===== src/rtl/iter_muldiv.sv =====
// iter_muldiv: iterative 32-bit shift-add multiplier / restoring divider writing one result into the register file.
// Optional feature macro MULDIV_SIGNED_EN: when defined, op[2]=1 selects signed two's-complement operation.
module iter_muldiv #(
  parameter int DATA_WIDTH = 32,
  parameter int ADDR_WIDTH = 5
) (
  input  logic                  clk,
  input  logic                  rst,
  input  logic                  start,
  input  logic [2:0]            op,
  input  logic [DATA_WIDTH-1:0] src_a,
  input  logic [DATA_WIDTH-1:0] src_b,
  input  logic [ADDR_WIDTH-1:0] dest,
  output logic                  busy,
  output logic                  done,
  output logic                  wen,
  output logic [ADDR_WIDTH-1:0] waddr,
  output logic [DATA_WIDTH-1:0] wdata
);

  typedef enum logic [1:0] {IDLE = 2'd0, RUN = 2'd1, FIX = 2'd2, DONE = 2'd3} state_t;

  state_t                  state;
  logic [1:0]              kind;
  logic [4:0]              count;
  logic [DATA_WIDTH-1:0]   opnd;
  logic [DATA_WIDTH-1:0]   hi;
  logic [DATA_WIDTH-1:0]   lo;
  logic [DATA_WIDTH-1:0]   mag_a;
  logic [DATA_WIDTH-1:0]   mag_b;
  logic [DATA_WIDTH:0]     mul_sum;
  logic [2*DATA_WIDTH-1:0] mul_shift;
  logic [DATA_WIDTH:0]     div_shift;
  logic [DATA_WIDTH:0]     div_diff;
  logic [DATA_WIDTH-1:0]   hi_next;
  logic [DATA_WIDTH-1:0]   lo_next;
  logic [2*DATA_WIDTH-1:0] prod;
  logic [DATA_WIDTH-1:0]   quo;
  logic [DATA_WIDTH-1:0]   rem;
  logic [DATA_WIDTH-1:0]   result;
`ifdef MULDIV_SIGNED_EN
  logic                    neg_a;
  logic                    neg_b;
`else
  logic                    unused_sign;
`endif

  // Operand magnitudes presented at acceptance.
  always_comb begin
`ifdef MULDIV_SIGNED_EN
    if (op[2] && src_a[DATA_WIDTH-1]) mag_a = -src_a;
    else                              mag_a = src_a;
    if (op[2] && src_b[DATA_WIDTH-1]) mag_b = -src_b;
    else                              mag_b = src_b;
`else
    mag_a       = src_a;
    mag_b       = src_b;
    unused_sign = op[2];
`endif
  end

  // One radix-2 step: hi/lo hold product halves for multiply, remainder/quotient for divide.
  always_comb begin
    mul_sum   = {1'b0, hi} + (lo[0] ? {1'b0, opnd} : {(DATA_WIDTH+1){1'b0}});
    mul_shift = {mul_sum, lo[DATA_WIDTH-1:1]};
    div_shift = {hi, lo[DATA_WIDTH-1]};
    div_diff  = div_shift - {1'b0, opnd};
    if (!kind[1]) begin
      hi_next = mul_shift[2*DATA_WIDTH-1:DATA_WIDTH];
      lo_next = mul_shift[DATA_WIDTH-1:0];
    end else if (!div_diff[DATA_WIDTH]) begin
      hi_next = div_diff[DATA_WIDTH-1:0];
      lo_next = {lo[DATA_WIDTH-2:0], 1'b1};
    end else begin
      hi_next = div_shift[DATA_WIDTH-1:0];
      lo_next = {lo[DATA_WIDTH-2:0], 1'b0};
    end
  end

  // Sign correction and result-half selection; remainder follows the dividend's sign.
  always_comb begin
    prod = {hi, lo};
    quo  = lo;
    rem  = hi;
`ifdef MULDIV_SIGNED_EN
    if (neg_a ^ neg_b) begin
      prod = -{hi, lo};
      quo  = -lo;
    end else begin
      prod = {hi, lo};
      quo  = lo;
    end
    if (neg_a) rem = -hi;
    else       rem = hi;
`endif
    case (kind)
      2'b00:   result = prod[DATA_WIDTH-1:0];
      2'b01:   result = prod[2*DATA_WIDTH-1:DATA_WIDTH];
      2'b10:   result = quo;
      default: result = rem;
    endcase
  end

  // Control FSM, datapath registers and registered write-port outputs.
  always_ff @(posedge clk or posedge rst) begin
    if (rst) begin
      state <= IDLE;
      kind  <= 2'b00;
      count <= 5'd0;
      opnd  <= '0;
      hi    <= '0;
      lo    <= '0;
      busy  <= 1'b0;
      done  <= 1'b0;
      wen   <= 1'b0;
      waddr <= '0;
      wdata <= '0;
`ifdef MULDIV_SIGNED_EN
      neg_a <= 1'b0;
      neg_b <= 1'b0;
`endif
    end else begin
      case (state)
        IDLE, DONE: begin
          done <= 1'b0;
          wen  <= 1'b0;
          if (start) begin
            state <= RUN;
            busy  <= 1'b1;
            kind  <= op[1:0];
            waddr <= dest;
            count <= 5'd0;
            hi    <= '0;
            if (!op[1]) begin
              opnd <= mag_a;
              lo   <= mag_b;
            end else begin
              opnd <= mag_b;
              lo   <= mag_a;
            end
`ifdef MULDIV_SIGNED_EN
            neg_a <= op[2] & src_a[DATA_WIDTH-1];
            neg_b <= op[2] & src_b[DATA_WIDTH-1];
`endif
          end else begin
            state <= IDLE;
            busy  <= 1'b0;
          end
        end
        RUN: begin
          hi    <= hi_next;
          lo    <= lo_next;
          count <= count + 5'd1;
          if (count == 5'd31) state <= FIX;
          else                state <= RUN;
        end
        FIX: begin
          wdata <= result;
          done  <= 1'b1;
          wen   <= (waddr != '0);
          busy  <= 1'b0;
          state <= DONE;
        end
        default: begin
          state <= IDLE;
          busy  <= 1'b0;
        end
      endcase
    end
  end

endmodule

===== config.mk =====
export PLATFORM = sky130hd
export DESIGN_NAME = iter_muldiv
export DESIGN_NICKNAME = d
export VERILOG_FILES = /design/src/rtl/iter_muldiv.sv
export SDC_FILE = /design/constraint.sdc
export NUM_CORES = 1
export LEC_CHECK = 0
export CAP_MARGIN = 20
export CORE_MARGIN = 3
export CORE_UTILIZATION = 39
export DETAILED_ROUTE_END_ITERATION = 8
export GPL_ROUTABILITY_DRIVEN = 1
export HOLD_SLACK_MARGIN = 0.03
export PLACE_DENSITY = 0.7
export SETUP_SLACK_MARGIN = 0.02
export SLEW_MARGIN = 40
export SYNTH_ARGS = -nofsm -noshare
export SYNTH_HDL_FRONTEND = slang
export SYNTH_SLANG_ARGS = --single-unit

===== constraint.sdc =====
create_clock -name clk -period 6.9 [get_ports clk]
set_input_delay 1.38 -clock clk [delete_from_list [all_inputs] [get_ports clk]]
set_output_delay 1.38 -clock clk [all_outputs]
set_load 0.03 [all_outputs]

# Word-level counts from Yosys, hierarchy flattened
# Cells that the tools add are included.
# Widths: inputs -> output; s select.
# op_classes
n_addsub	3
n_mul	0
div	0
n_lt_le_gt_ge	0
n_eq_ne	6
shift	0
n_mux	21
bitwise_logic	0
reduce_logical	9
# ops
op	count
$mux 32	9
$pmux 32 s2	2
$add 32x32->33	1
$sub 33x32->33	1
$pmux 5 s2	1
$eq 2x2->1 const B	3
$pmux 1 s2	3
$pmux 2 s3	1
$add 5x1->5 const B	1
$eq 5x5->1 const B	1
$mux 5	1
$reduce_bool 5->1	1
$logic_not 2->1	2
$reduce_and 2->1	2
$reduce_bool 2->1	2
$reduce_or 2->1	2
$mux 1	3
$eq 2x1->1 const B	1
$mux 2	1
$ne 2x2->1 const B	1
# word_totals
register_bits	145
latch_bits	0
mem_bits_rw	0
romBits	0
wordCells	50
n_memories	0

# Logic depth before layout (Yosys ltp)
# logic_depth
word_depth	4
ltp_mapped	15
ltp_nobuf	14

# Least setup slack after synthesis
# No wires, ideal clock.
# synth_timing
path_kind	reg2reg
start	register lo[0]
end	register hi[24]
setup_ns	0.122
arrival_ns	2.921
t_required_ns	6.778
path_slack_ns	3.858
stages_incl_launch_ff	15
n_path_buf	1
cell_sequence	dfrtp_1 -> clkbuf_1 -> nand2_1 -> inv_1 -> ha_1 -> a211oi_2 -> nor4_2 -> nor3_4 -> a211oi_2 -> o31ai_2 -> nand2_1 -> a2111oi_0 -> a41o_1 -> o31ai_1 -> a32o_1
# synth_between
elab_chain_len	4
# synth_rtl
item	line_no	text
start: declaration	28	logic [DATA_WIDTH-1:0] lo;
start signal: assignment	136	lo <= mag_b;
start signal: assignment	139	lo <= mag_a;
start signal: assignment	152	lo <= lo_next;
$mux 32	64	mul_sum = {1'b0, hi} + (lo[0] ? {1'b0, opnd} : {(DATA_WIDTH+1){1'b0}});
$add 32x32->33	64	
$mux 32	68	if (!kind[1]) begin
$pmux 32 s2	123	case (state)
end signal: assignment	151	hi <= hi_next;
end: declaration	27	logic [DATA_WIDTH-1:0] hi;
# Every way passes these cells.
# A chain may end at the register's enable or synchronous reset.

# Worst setup path in the final report
# layout_timing
start	register lo[31]
end	register hi[17]
# layout_between
elab_chain_len	4
# layout_rtl
item	line_no	text
$sub 33x32->33	67	div_diff = div_shift - {1'b0, opnd};
$mux 32	71	end else if (!div_diff[DATA_WIDTH]) begin
$mux 32	68	
$pmux 32 s2	123	
# Every way passes these cells.

==> summary.txt <==
Status - finished, final reports clean
Row cnt - 60
Number of DRC markers in iteration 0 - 636
Final setup fails - 0
Reg-to-reg critical path startpoint - lo[31]
Mean post-synth cell area - 8.733 sq um
Hold endpoint - wen
I/O Buffers - 113
Core area - 27100 sq um
Synth top cells by count - dfrtp_1 (145), a21oi_1 (144), nor2_1 (134), mux2i_1 (124), nand2_1 (86)
Crit. End Element - flop
Yosys Warn Count - 0
Yosys reg bits - 145
Syn_nets - 1383
GR Layer Usage met2 - 32.53%
Clock Latency Late Sink - 0.43 ns
TritonCTS clock tree - yes
CP max stage delay - 0.63 ns
Die ar. - 29730 sq um
Crit-path most repeated cell - a21oi_1
Critical path peak fanout - 21
Static leakage - 5.830 nW
FFs w/ async S/R, synth - 100.0%
Cell-by-cell trace of the critical path - inv_1 -> ha_1 -> fa_1 -> nand2b_1 -> a21oi_1 -> o41ai_1 -> a211o_1 -> a21oi_1 -> nor3_2 -> xnor2_4 -> buf_4 -> mux2i_1 -> nand2_1 -> a32o_1
Place WS - 2.878 ns
Synth area leader - dfrtp_1
Final wirelength - 29.34 mm
Final Hold Fails - 0
DRT Pass-1 Iters - 5
Residual DRC - 0
Average wire per standard cell - 17.29 um
H-tree depth - 4
Largest net degree at the start of global routing - 107
Cts hold-fix bufs - 0
Fin Setup TNS - 0 ns
Worst path slowest cell - xnor2_4
Area of the mapped netlist - 10800 sq um
GR Overflow Total - 0
TritonCTS Buffers - 17
I/O Pins - 115
Post_cts resized - 0
Critical path startpoint category - flop
Top post-synthesis cells by area - dfrtp_1 (34%), mux2i_1 (11%), ha_1 (8.0%)
Fin util - 47.48%
Routed vias - 9357
Peak supply drop - 0.3354 mV
DP Wirelength - 21.18 mm
HP Class - reg2reg
Top FF cell, synth - dfrtp_1
Clk slew on worst S/H paths - 0.07 ns
Root buf cell - clkbuf_16
Period minus WS final - 4.057 ns
Cells on worst reg2reg path - 14
Sequential fraction of the synthesis area - 33.59%
Critical path arrival - 4.38 ns
Via density - 5.514
Family with the most delay on the worst path - compound AO/OA/AOI/OAI gates
Reg2reg end - hi[17]
Max Fclk - 0.2465 GHz
Buf/Inv on CP - 2
GR Util met1 - 28.10%
Hold Startpoint - wen
Final GP Congestion - 0.9336
Synth unique cells - 69
Clk buf depth - 2
PnR worst setup slack - 2.843 ns
Die H - 172.4 um
Initial Util - 39.86%
Power Density - 448.2 nW/um^2
Vias in the first global route - 9077
Final nets - 1458
ANT cells - 0
First-pass GRT wire length - 47.77 mm
Gr busiest metal - met2
Clock skew - 0.01167 ns
Met3 Use GR - 3.384%
Max-Slew Margin vs Limit - 46.45%
Area Overhead vs Synth - 19.11%
Kind of critical path - reg2reg
Number of flops mapped to enable cells by yosys - 0
Overall routing resource usage - 20.07%
Number of setup buffers added after CTS - 0
Syn Inst Count - 1237
Post-route antenna net violation count - 0
Share of cells above drive strength 1 - 8.000%
CTS Sinks - 145
Worst-Margin Slew - 0.8032 ns
Tcrit/Tclk final - 58.79%
RSZ-0062 raised after global routing - false
Final Max Slew Viols - 0
Worst EP required - 7.22 ns
Top-count cell post-synth - dfrtp_1
Maxcap violations - 0
Post-synth top area share - 33.59%
Die width - 172.4 um
Reg2reg setup slack - 2.84 ns
Hold Path Cell Cnt - 2
Initial antenna violation count - 0
## kinds of logic after synthesis
family | Yosys count | synth area share (%)
buffers and inverters | 123 | 4.459
muxes | 162 | 15.45
DFF | 145 | 33.59
AOI/OAI and AO/OA | 357 | 19.99
xor gates and xnor gates | 52 | 4.285
adders and majority gates | 71 | 8.362
and+or+nand+nor | 327 | 13.86
## state kept, by name, indices dropped and copies added, names as in the netlist
signal and cells:
state 2, kind 2, wen 1, wdata 32, opnd 32, done 1
lo 32, waddr 5, busy 1, count 5, hi 32
## per-stage QoR
stage	power (mW)	cells	cell area, sq um	hold WS (ns)
floorplan	3.949	1237	10800	0.4563
global placement	4.681	1665	12240	0.4636
finish	5.767	1697	12870	0.4908
CTS	5.756	1697	12860	0.4962
detailed placement	4.755	1665	12260	0.4771
global route	6.234	1697	12870	0.5459
## worst register-to-register path, cell delays in order (launching register included)
cell and delay (ns):
dfrtp_1 0.37, inv_1 0.11, ha_1 0.23, fa_1 0.38, nand2b_1 0.20, a21oi_1 0.22
o41ai_1 0.13, a211o_1 0.33, a21oi_1 0.18, nor3_2 0.10, xnor2_4 0.63, buf_4 0.45
mux2i_1 0.30, nand2_1 0.08, a32o_1 0.26
## cell type report
class | count | area (sq um)
tap | 372 | 465.4
inverter | 56 | 217.7
timing repair buffer | 123 | 1211
multi-input combinational | 969 | 6731
clock buffer | 18 | 439.2
sequential | 145 | 3632
fill | 2587 | 14230
clock inverter | 14 | 170.2
## worst max path at each step
stage | to | from | depth (start not counted) | slack (ns)
4_1_cts | hi[17] | lo[31] | 14 | 2.84
5_1_grt | hi[17] | lo[31] | 14 | 2.60
3_3_place_gp | hi[31] | lo[0] | 14 | 2.82
6_report | hi[17] | lo[31] | 14 | 2.84
3_5_place_dp | hi[17] | lo[31] | 14 | 2.88
2_1_floorplan | busy | rst | 1 | 1.63
## layer usage
| metal | part of all wire [%] | vias up |
|---|---|---|
| li1 | - | 4568 |
| met2 | 47 | 216 |
| met5 | 0 | - |
| met4 | 1.3 | 0 |
| met3 | 5.0 | 32 |
| met1 | 46 | 4541 |
## power by group
group          internal (mW)  switching, mW  leakage, nW
clock                  0.555          0.414        0.291
sequential              1.14          0.368         1.83
combinational           1.42           1.87         3.71
## layout by cell type (no fill, tap or decap), types with 7 or more instances in the layout
| cell | n |
|---|---|
| xnor2_1 | 32 |
| inv_1 | 53 |
| clkbuf_16 | 17 |
| nand4_1 | 9 |
| a21o_1 | 22 |
| nand2_1 | 85 |
| clkdlybuf4s50_1 | 112 |
| nand2b_1 | 7 |
| xor2_1 | 19 |
| and2_1 | 35 |
| nor2_1 | 133 |
| a22oi_1 | 13 |
| and3_1 | 9 |
| mux2_2 | 38 |
| a21oi_1 | 143 |
| dfrtp_1 | 142 |
| nor2b_1 | 13 |
| a31oi_1 | 12 |
| nand3_1 | 11 |
| a22o_1 | 7 |
| nor3_1 | 11 |
| o21ai_1 | 23 |
| o21ai_0 | 75 |
| mux2i_1 | 124 |
| buf_4 | 9 |
| ha_1 | 67 |
(Power assumes the default switching activity.)
